**config.mk**
```make
export PLATFORM = sky130hd
export DESIGN_NAME = instr_sequencer
export DESIGN_NICKNAME = d
export VERILOG_FILES = /design/src/rtl/instr_seq_pkg.sv /design/src/rtl/instr_sequencer_prog_mem.sv /design/src/rtl/instr_sequencer.sv
export SDC_FILE = /design/constraint.sdc
export NUM_CORES = 1
export LEC_CHECK = 0
export ABC_CLOCK_PERIOD_IN_PS = 7250
export BUFFER_PORTS_ARGS = -buffer_cell sky130_fd_sc_hd__buf_2
export CORE_MARGIN = 2
export CORE_UTILIZATION = 58
export DETAILED_ROUTE_END_ITERATION = 16
export GPL_TIMING_DRIVEN = 1
export PLACE_DENSITY_LB_ADDON = 0.25
export SKIP_CTS_REPAIR_TIMING = 1
export SLEW_MARGIN = 20
export SYNTH_ARGS = -nofsm -noshare
export SYNTH_HDL_FRONTEND = slang
export SYNTH_SLANG_ARGS = --single-unit
```
**constraint.sdc**
```tcl
create_clock -name clk -period 7.25 [get_ports clk]
set_input_delay 1.45 -clock clk [delete_from_list [all_inputs] [get_ports clk]]
set_output_delay 1.45 -clock clk [all_outputs]
set_load 0.02 [all_outputs]
```
**src/rtl/instr_seq_pkg.sv**
```systemverilog
// Shared definitions for the instruction sequencer.
// Holds the FSM state encoding and the opcode field layout. The sequencer
// needs the opcode only to recognise mvi, which carries an immediate word.
package instr_seq_pkg;

  typedef enum logic [2:0] {
    S_IDLE,
    S_ISSUE,
    S_WAIT,
    S_FINISH,
    S_ERROR
  } seq_state_t;

  // Opcode field position within an instruction word
  localparam int unsigned OP_MSB = 8;
  localparam int unsigned OP_LSB = 6;

  // mvi is the only opcode that is followed by an immediate word
  localparam logic [OP_MSB-OP_LSB:0] OP_MVI = 3'b001;

endpackage

```
**src/rtl/instr_sequencer_prog_mem.sv**
```systemverilog
// Program memory for the instruction sequencer.
// DEPTH x WORD register array with a synchronous write port and an
// asynchronous (combinational) read port. Contents are not reset.
// Ports:
//   clk    - write clock
//   we     - write enable (gated by the caller)
//   waddr  - write address
//   wdata  - write data
//   raddr  - read address
//   rdata  - read data, combinational from raddr
module prog_mem #(
  parameter int unsigned WORD  = 16,
  parameter int unsigned DEPTH = 16,
  parameter int unsigned AW    = 4
) (
  input  logic            clk,
  input  logic            we,
  input  logic [AW-1:0]   waddr,
  input  logic [WORD-1:0] wdata,
  input  logic [AW-1:0]   raddr,
  output logic [WORD-1:0] rdata
);

  logic [WORD-1:0] mem [DEPTH];

  always_ff @(posedge clk) begin
    if (we) begin
      mem[waddr] <= wdata;
    end
  end

  assign rdata = mem[raddr];

endmodule

```
**src/rtl/instr_sequencer.sv**
```systemverilog
// Instruction sequencer: upstream feeder for the 16-bit bus processor.
// Walks a program counter through a loadable program memory, presents each
// instruction on the processor's Din with a one-cycle run pulse, then waits
// for done. For mvi the immediate word (next address, wrapping) is presented
// during the wait. A watchdog flags a processor that never answers.
// Ports:
//   clk, resetn          - clock, asynchronous active-low reset
//   prog_we/addr/data    - program memory write port (ignored while busy)
//   prog_len             - number of valid words, sampled on start
//   start                - begin execution at address 0
//   abort                - return to IDLE from any state (highest priority)
//   cpu_done             - processor done
//   cpu_din, cpu_run     - word and run strobe to the processor
//   busy                 - in ISSUE or WAIT
//   finished, error      - program complete / watchdog expired (sticky)
//   pc                   - current program counter
module instr_sequencer
  import instr_seq_pkg::*;
#(
  parameter int unsigned WORD    = 16,
  parameter int unsigned DEPTH   = 16,
  parameter int unsigned AW      = 4,
  parameter int unsigned TIMEOUT = 15
) (
  input  logic            clk,
  input  logic            resetn,
  input  logic            prog_we,
  input  logic [AW-1:0]   prog_addr,
  input  logic [WORD-1:0] prog_data,
  input  logic [AW:0]     prog_len,
  input  logic            start,
  input  logic            abort,
  input  logic            cpu_done,
  output logic [WORD-1:0] cpu_din,
  output logic            cpu_run,
  output logic            busy,
  output logic            finished,
  output logic            error,
  output logic [AW-1:0]   pc
);

  localparam logic [7:0] WD_LAST = 8'(TIMEOUT - 1);

  seq_state_t      state_q, state_d;
  logic [AW-1:0]   pc_q, pc_d;
  logic [AW:0]     len_q, len_d;
  logic [7:0]      wd_q, wd_d;
  logic            is_mvi_q, is_mvi_d;

  logic [AW-1:0]   rd_addr;
  logic [WORD-1:0] rd_data;
  logic [AW:0]     pc_next;
  logic            mem_we;

  // Writes are accepted whenever the sequencer is not executing
  assign mem_we = prog_we && !busy;

  // Single read port: the immediate address wraps naturally in AW bits
  assign rd_addr = (state_q == S_WAIT && is_mvi_q) ? pc_q + AW'(1) : pc_q;

  prog_mem #(
    .WORD (WORD),
    .DEPTH(DEPTH),
    .AW   (AW)
  ) u_prog_mem (
    .clk  (clk),
    .we   (mem_we),
    .waddr(prog_addr),
    .wdata(prog_data),
    .raddr(rd_addr),
    .rdata(rd_data)
  );

  // Computed one bit wider so a step past the last entry never wraps
  assign pc_next = {1'b0, pc_q} + (is_mvi_q ? (AW+1)'(2) : (AW+1)'(1));

  always_ff @(posedge clk or negedge resetn) begin
    if (!resetn) begin
      state_q  <= S_IDLE;
      pc_q     <= '0;
      len_q    <= '0;
      wd_q     <= '0;
      is_mvi_q <= 1'b0;
    end else begin
      state_q  <= state_d;
      pc_q     <= pc_d;
      len_q    <= len_d;
      wd_q     <= wd_d;
      is_mvi_q <= is_mvi_d;
    end
  end

  always_comb begin
    state_d  = state_q;
    pc_d     = pc_q;
    len_d    = len_q;
    wd_d     = wd_q;
    is_mvi_d = is_mvi_q;

    unique case (state_q)
      S_IDLE, S_FINISH: begin
        if (start) begin
          pc_d = '0;
          if (prog_len != '0) begin
            len_d   = prog_len;
            state_d = S_ISSUE;
          end else begin
            state_d = S_FINISH;
          end
        end
      end
      S_ISSUE: begin
        is_mvi_d = (rd_data[OP_MSB:OP_LSB] == OP_MVI);
        wd_d     = '0;
        state_d  = S_WAIT;
      end
      S_WAIT: begin
        wd_d = wd_q + 8'd1;
        // done beats a simultaneous watchdog expiry
        if (cpu_done) begin
          if (pc_next >= len_q) begin
            state_d = S_FINISH;
          end else begin
            pc_d    = pc_next[AW-1:0];
            state_d = S_ISSUE;
          end
        end else if (wd_q == WD_LAST) begin
          state_d = S_ERROR;
        end
      end
      S_ERROR: begin
        state_d = S_ERROR;
      end
      default: begin
        state_d = S_IDLE;
      end
    endcase

    if (abort) begin
      state_d = S_IDLE;
      pc_d    = '0;
    end
  end

  // finished/error are sticky by virtue of living in their own states
  assign cpu_run  = (state_q == S_ISSUE);
  assign busy     = (state_q == S_ISSUE) || (state_q == S_WAIT);
  assign finished = (state_q == S_FINISH);
  assign error    = (state_q == S_ERROR);
  assign pc       = pc_q;
  assign cpu_din  = busy ? rd_data : '0;

endmodule

```
==> results list <==
- Relative to the synthesized area, the layout overhead comes to 13.56%.
- Biggest area contributors in the synthesized netlist: sky130_fd_sc_hd__edfxtp_1, sky130_fd_sc_hd__mux4_2, sky130_fd_sc_hd__dfrtp_1, sky130_fd_sc_hd__mux2i_1, sky130_fd_sc_hd__nor4_1
* Multiplexer area fraction after synthesis: 0.1547
- Final count of negative-setup-slack endpoints: 0
* Clock Power Share: 0.374
- Of the synthesized area, sequential elements account for 0.6899.
- Final hold violation count: 0
- CORE AREA: a little over 20000 µm²
* Shortest period the worst path allows: between 5000 and 6000 ps
- Overall die area: approximately 22000 µm²
- Final weighted congestion in routability-driven placement: about 0.85
- Pre-Repair DR Iteration Count: 5
- The min-delay analysis places its worst path in the category register to register.
* Internal cell power: approximately 3 mW
- Maximum fanout count along the critical path: 44
* Final period utilization: 0.7588
* Number of distinct library cells after synthesis: 60
- In the final layout, the share of cells above drive strength 1 is 0.2730.
* CTS tree: built
- The mapped netlist covers approximately 12000 µm².
- Reg power frac: 0.464
- The initial utilization of the core area, before any placement, comes to 0.5903.
- Clock buffer depth: 3
- In this run the count of I/O pins placed on the die edge is between 50 and 60.
* Via count of the routed design: ~6.7k
* Clock tree root driver cell: sky130_fd_sc_hd__clkbuf_16
- Count of synthesis-stage warnings from yosys: 0
- Maxcap violations: 0
- Final slew viol count: 0
- For this run, the post-layout net count is approximately 800.
- For this block, the initial DRC count from the detailed router was around 730.
* Wire length of the first global-routing pass: 40.21 mm
- Net count after synthesis: 728
- For the worst-skew pair, the clock arrives at the later sink with an insertion delay of 570 ps.
- VDD sags by at most 0.0002340 V.
- Clock skew on the completed layout was measured at 44.19 ps.
* Startpoint type of the worst setup path: register
- Setup repair after global routing left no endpoint under its margin.
- Number of sinks on the clock net: roughly 280
- Leftover overflow at the end of global routing: 0
- Switching share of power: 0.2625
- Pin count of the biggest net entering global routing: 45
- At the worst endpoint, the arrival time is roughly 4100 ps.
- Horizontal die dimension: between 100 and 150 µm
* Post-DR wirelength/cell: 25.19 µm
* Net switching power: approximately 1.0 mW
* Top-area cell type share of the netlist area: 0.6457
- In the final timing run, aggregate negative setup slack is 0 ps.
- Synthesized instance count: about 690
- Vert. Die Dim: ~150 µm
- Clock tree synthesis inserted a total of 28 buffers.
- During placement, the flow inserted port buffers numbering 54.
- Filler cell count in the final layout: about 1.3k
- Vias in the first global route: ~6.9k
- PnR Total Power: 3.992 mW
- STA puts the critical path data required time at between 5000 and 6000 ps.
- Least-Margin Pin Slew: ~900 ps
- Clock-pin slew was measured on the worst setup and hold paths at roughly 60 ps.
* Worst setup EP type: output pin
- Derived from the worst setup path, the maximum achievable clock frequency is 181.8 MHz.
* Average cell area after synthesis: 17.35 µm²
- Overall global routing resource usage: 0.2486
* Gate power share: 0.162
- Highest layer used for signal routing: met4
- The floorplan has 52 rows.
- Static leakage: between 4 and 5 nW
* Area fraction in compound gates after synthesis: 0.03153
- The detail route stage leaves a number of antenna-violating nets equal to 0.
* Sum of routed wire segments on met1: 10.74 mm
- Xor and xnor fraction of the mapped netlist area: 0.003573
* Pwr/cell area: around 300 nW/µm²
- Total inserted antenna cells: 0
- Dominant synthesized flop cell: sky130_fd_sc_hd__edfxtp_1
- Antenna violations before repair: 0
* Library cell occupying the most area in the post-synthesis netlist: sky130_fd_sc_hd__edfxtp_1
- After synthesis, the largest family of logic cells by area is multiplexers.
- Summed over all nets, wire length on met3 after detailed routing comes to about 2.1 mm.
* Highest-count cells in the layout ignoring fill and taps: sky130_fd_sc_hd__edfxtp_1, sky130_fd_sc_hd__mux4_2, sky130_fd_sc_hd__buf_2
- Dividing the detail-routed via count by the number of cells gives 6.434.
- The routed design uses 12.83 mm of met2 wire.
- In this run, synthesis inferred around 260 flip-flops with an integrated enable.
* H-tree level count: 1
- Of the total synthesized cell area, the portion taken by full adders, half adders and majority gates is 0.01219.
- Worst max-slew margin expressed relative to the limit: 0.3992
* Overall routed net length: about 26 mm
- Of the total synthesized cell area, the portion taken by AND, OR, NAND and NOR gates is 0.08723.
- Of all flip-flops after synthesis, the portion carrying an async set or reset was 0.07581.
* Category of the critical setup timing path: register to output pin
- The library cell used most frequently in the layout, excluding fill and tap cells, is sky130_fd_sc_hd__edfxtp_1.
* Synthesis-stage register bit count: 277
* DP HPWL: approximately 16 mm
- The run finished with clean final reports.
- DR DRC count: 0
-- worst paths after layout --
check / slack (ps) / from / end / depth (start not counted)
max in group asynchronous: 6040 / resetn / pc[3] / 1
worst min-delay path: 490 / wd_q[3] / wd_q[3] / 1
worst max register to register: 3900 / state_q[2] / is_mvi_q / 8
min in group asynchronous: 840 / resetn / len_q[0] / 1
worst max-delay path: 1750 / state_q[2] / cpu_din[11] / 8
worst min register to register: 490 / wd_q[3] / wd_q[3] / 1
-- area by class of cell --
cell class	count	area [µm²]	area share
timing repair buffer	74	420.4	0.03110
inverter	10	37.54	0.002776
tap	270	337.8	0.02499
multi-input combinational	360	3545	0.2622
clock buffer	34	723.2	0.05349
sequential	277	8213	0.6075
clock inverter	18	242.7	0.01795
-- sequential cells by signal, summed over array words and instances, names as in the netlist --
name and count:
is_mvi_q 1, u_prog_mem.mem 256, len_q 5, pc 4
wd_q 8, state_q 3
-- synthesized netlist by cell type, types with 2 or more instances --
library cell               instances
sky130_fd_sc_hd__a21o_1            5
sky130_fd_sc_hd__a21oi_1           4
sky130_fd_sc_hd__a311oi_1          2
sky130_fd_sc_hd__a31o_2            2
sky130_fd_sc_hd__a32o_1            2
sky130_fd_sc_hd__and2_1            6
sky130_fd_sc_hd__and3_1            3
sky130_fd_sc_hd__buf_2            22
sky130_fd_sc_hd__buf_4             4
sky130_fd_sc_hd__buf_6             3
sky130_fd_sc_hd__clkbuf_1          9
sky130_fd_sc_hd__dfrtp_1          21
sky130_fd_sc_hd__edfxtp_1        256
sky130_fd_sc_hd__ha_1             10
sky130_fd_sc_hd__inv_1            10
sky130_fd_sc_hd__mux2_2            4
sky130_fd_sc_hd__mux2i_1          40
sky130_fd_sc_hd__mux4_2           62
sky130_fd_sc_hd__nand2_1          23
sky130_fd_sc_hd__nand2b_1          9
sky130_fd_sc_hd__nand3_1          12
sky130_fd_sc_hd__nor2_1           33
sky130_fd_sc_hd__nor2b_1          18
sky130_fd_sc_hd__nor3_1           20
sky130_fd_sc_hd__nor3b_1           2
sky130_fd_sc_hd__nor4_1           32
sky130_fd_sc_hd__nor4b_1           9
sky130_fd_sc_hd__o211ai_1          2
sky130_fd_sc_hd__o21ai_0          15
sky130_fd_sc_hd__o22ai_1          13
sky130_fd_sc_hd__or4_1             3
sky130_fd_sc_hd__xor2_1            2
-- per-layer routing --
layer / vias to the layer above / global-route usage
li1: 2914 / -
met1: 3452 / 0.3537
met2: 298 / 0.4044
met3: 47 / 0.04503
met4: 0 / 0.06827
met5: - / 0
-- power groups by stage --
stage | Sequential, mW | Combinational, mW | Clock [mW]
floorplan | 1.86 | 0.447 | 0
global placement | 1.88 | 0.623 | 0
detailed placement | 1.88 | 0.644 | 0
CTS | 1.85 | 0.650 | 1.51
global route | 1.86 | 0.706 | 1.57
finish | 1.85 | 0.647 | 1.49
-- stage by stage --
step / worst slack (ps) / hold WS [ps] / instance area, µm² / std cells / utilization
4_1_cts: 1704 / 493.4 / 13520 / 1043 / 0.6703
5_1_grt: 1467 / 532.2 / 13520 / 1043 / 0.6703
2_1_floorplan: 3259 / 448.2 / 11910 / 686 / -
6_report: 1748 / 492.2 / 13520 / 1043 / 0.6703
3_3_place_gp: 2392 / 469.0 / 12530 / 991 / 0.6214
3_5_place_dp: 2272 / 482.9 / 12550 / 991 / 0.6224
-- cells by family (layout without fill, tap and decap cells) --
logic type | after synthesis | after routing
AOI/OAI and AO/OA | 56 | 56
xor gates and xnor gates | 4 | 4
adders and majority gates | 11 | 11
buffers and inverters | 49 | 136
DFF | 277 | 277
muxes | 106 | 106
and+or+nand+nor | 183 | 183
-- critical path: stages, from the launching register on --
cell and delay [ps]:
sky130_fd_sc_hd__dfrtp_1 490, sky130_fd_sc_hd__nand4bb_2 600, sky130_fd_sc_hd__buf_4 410, sky130_fd_sc_hd__mux2i_4 390, sky130_fd_sc_hd__buf_4 590, sky130_fd_sc_hd__mux4_2 330
sky130_fd_sc_hd__mux2i_1 80, sky130_fd_sc_hd__o22ai_1 340, sky130_fd_sc_hd__buf_2 250
Power figures use the tool's default switching activity.
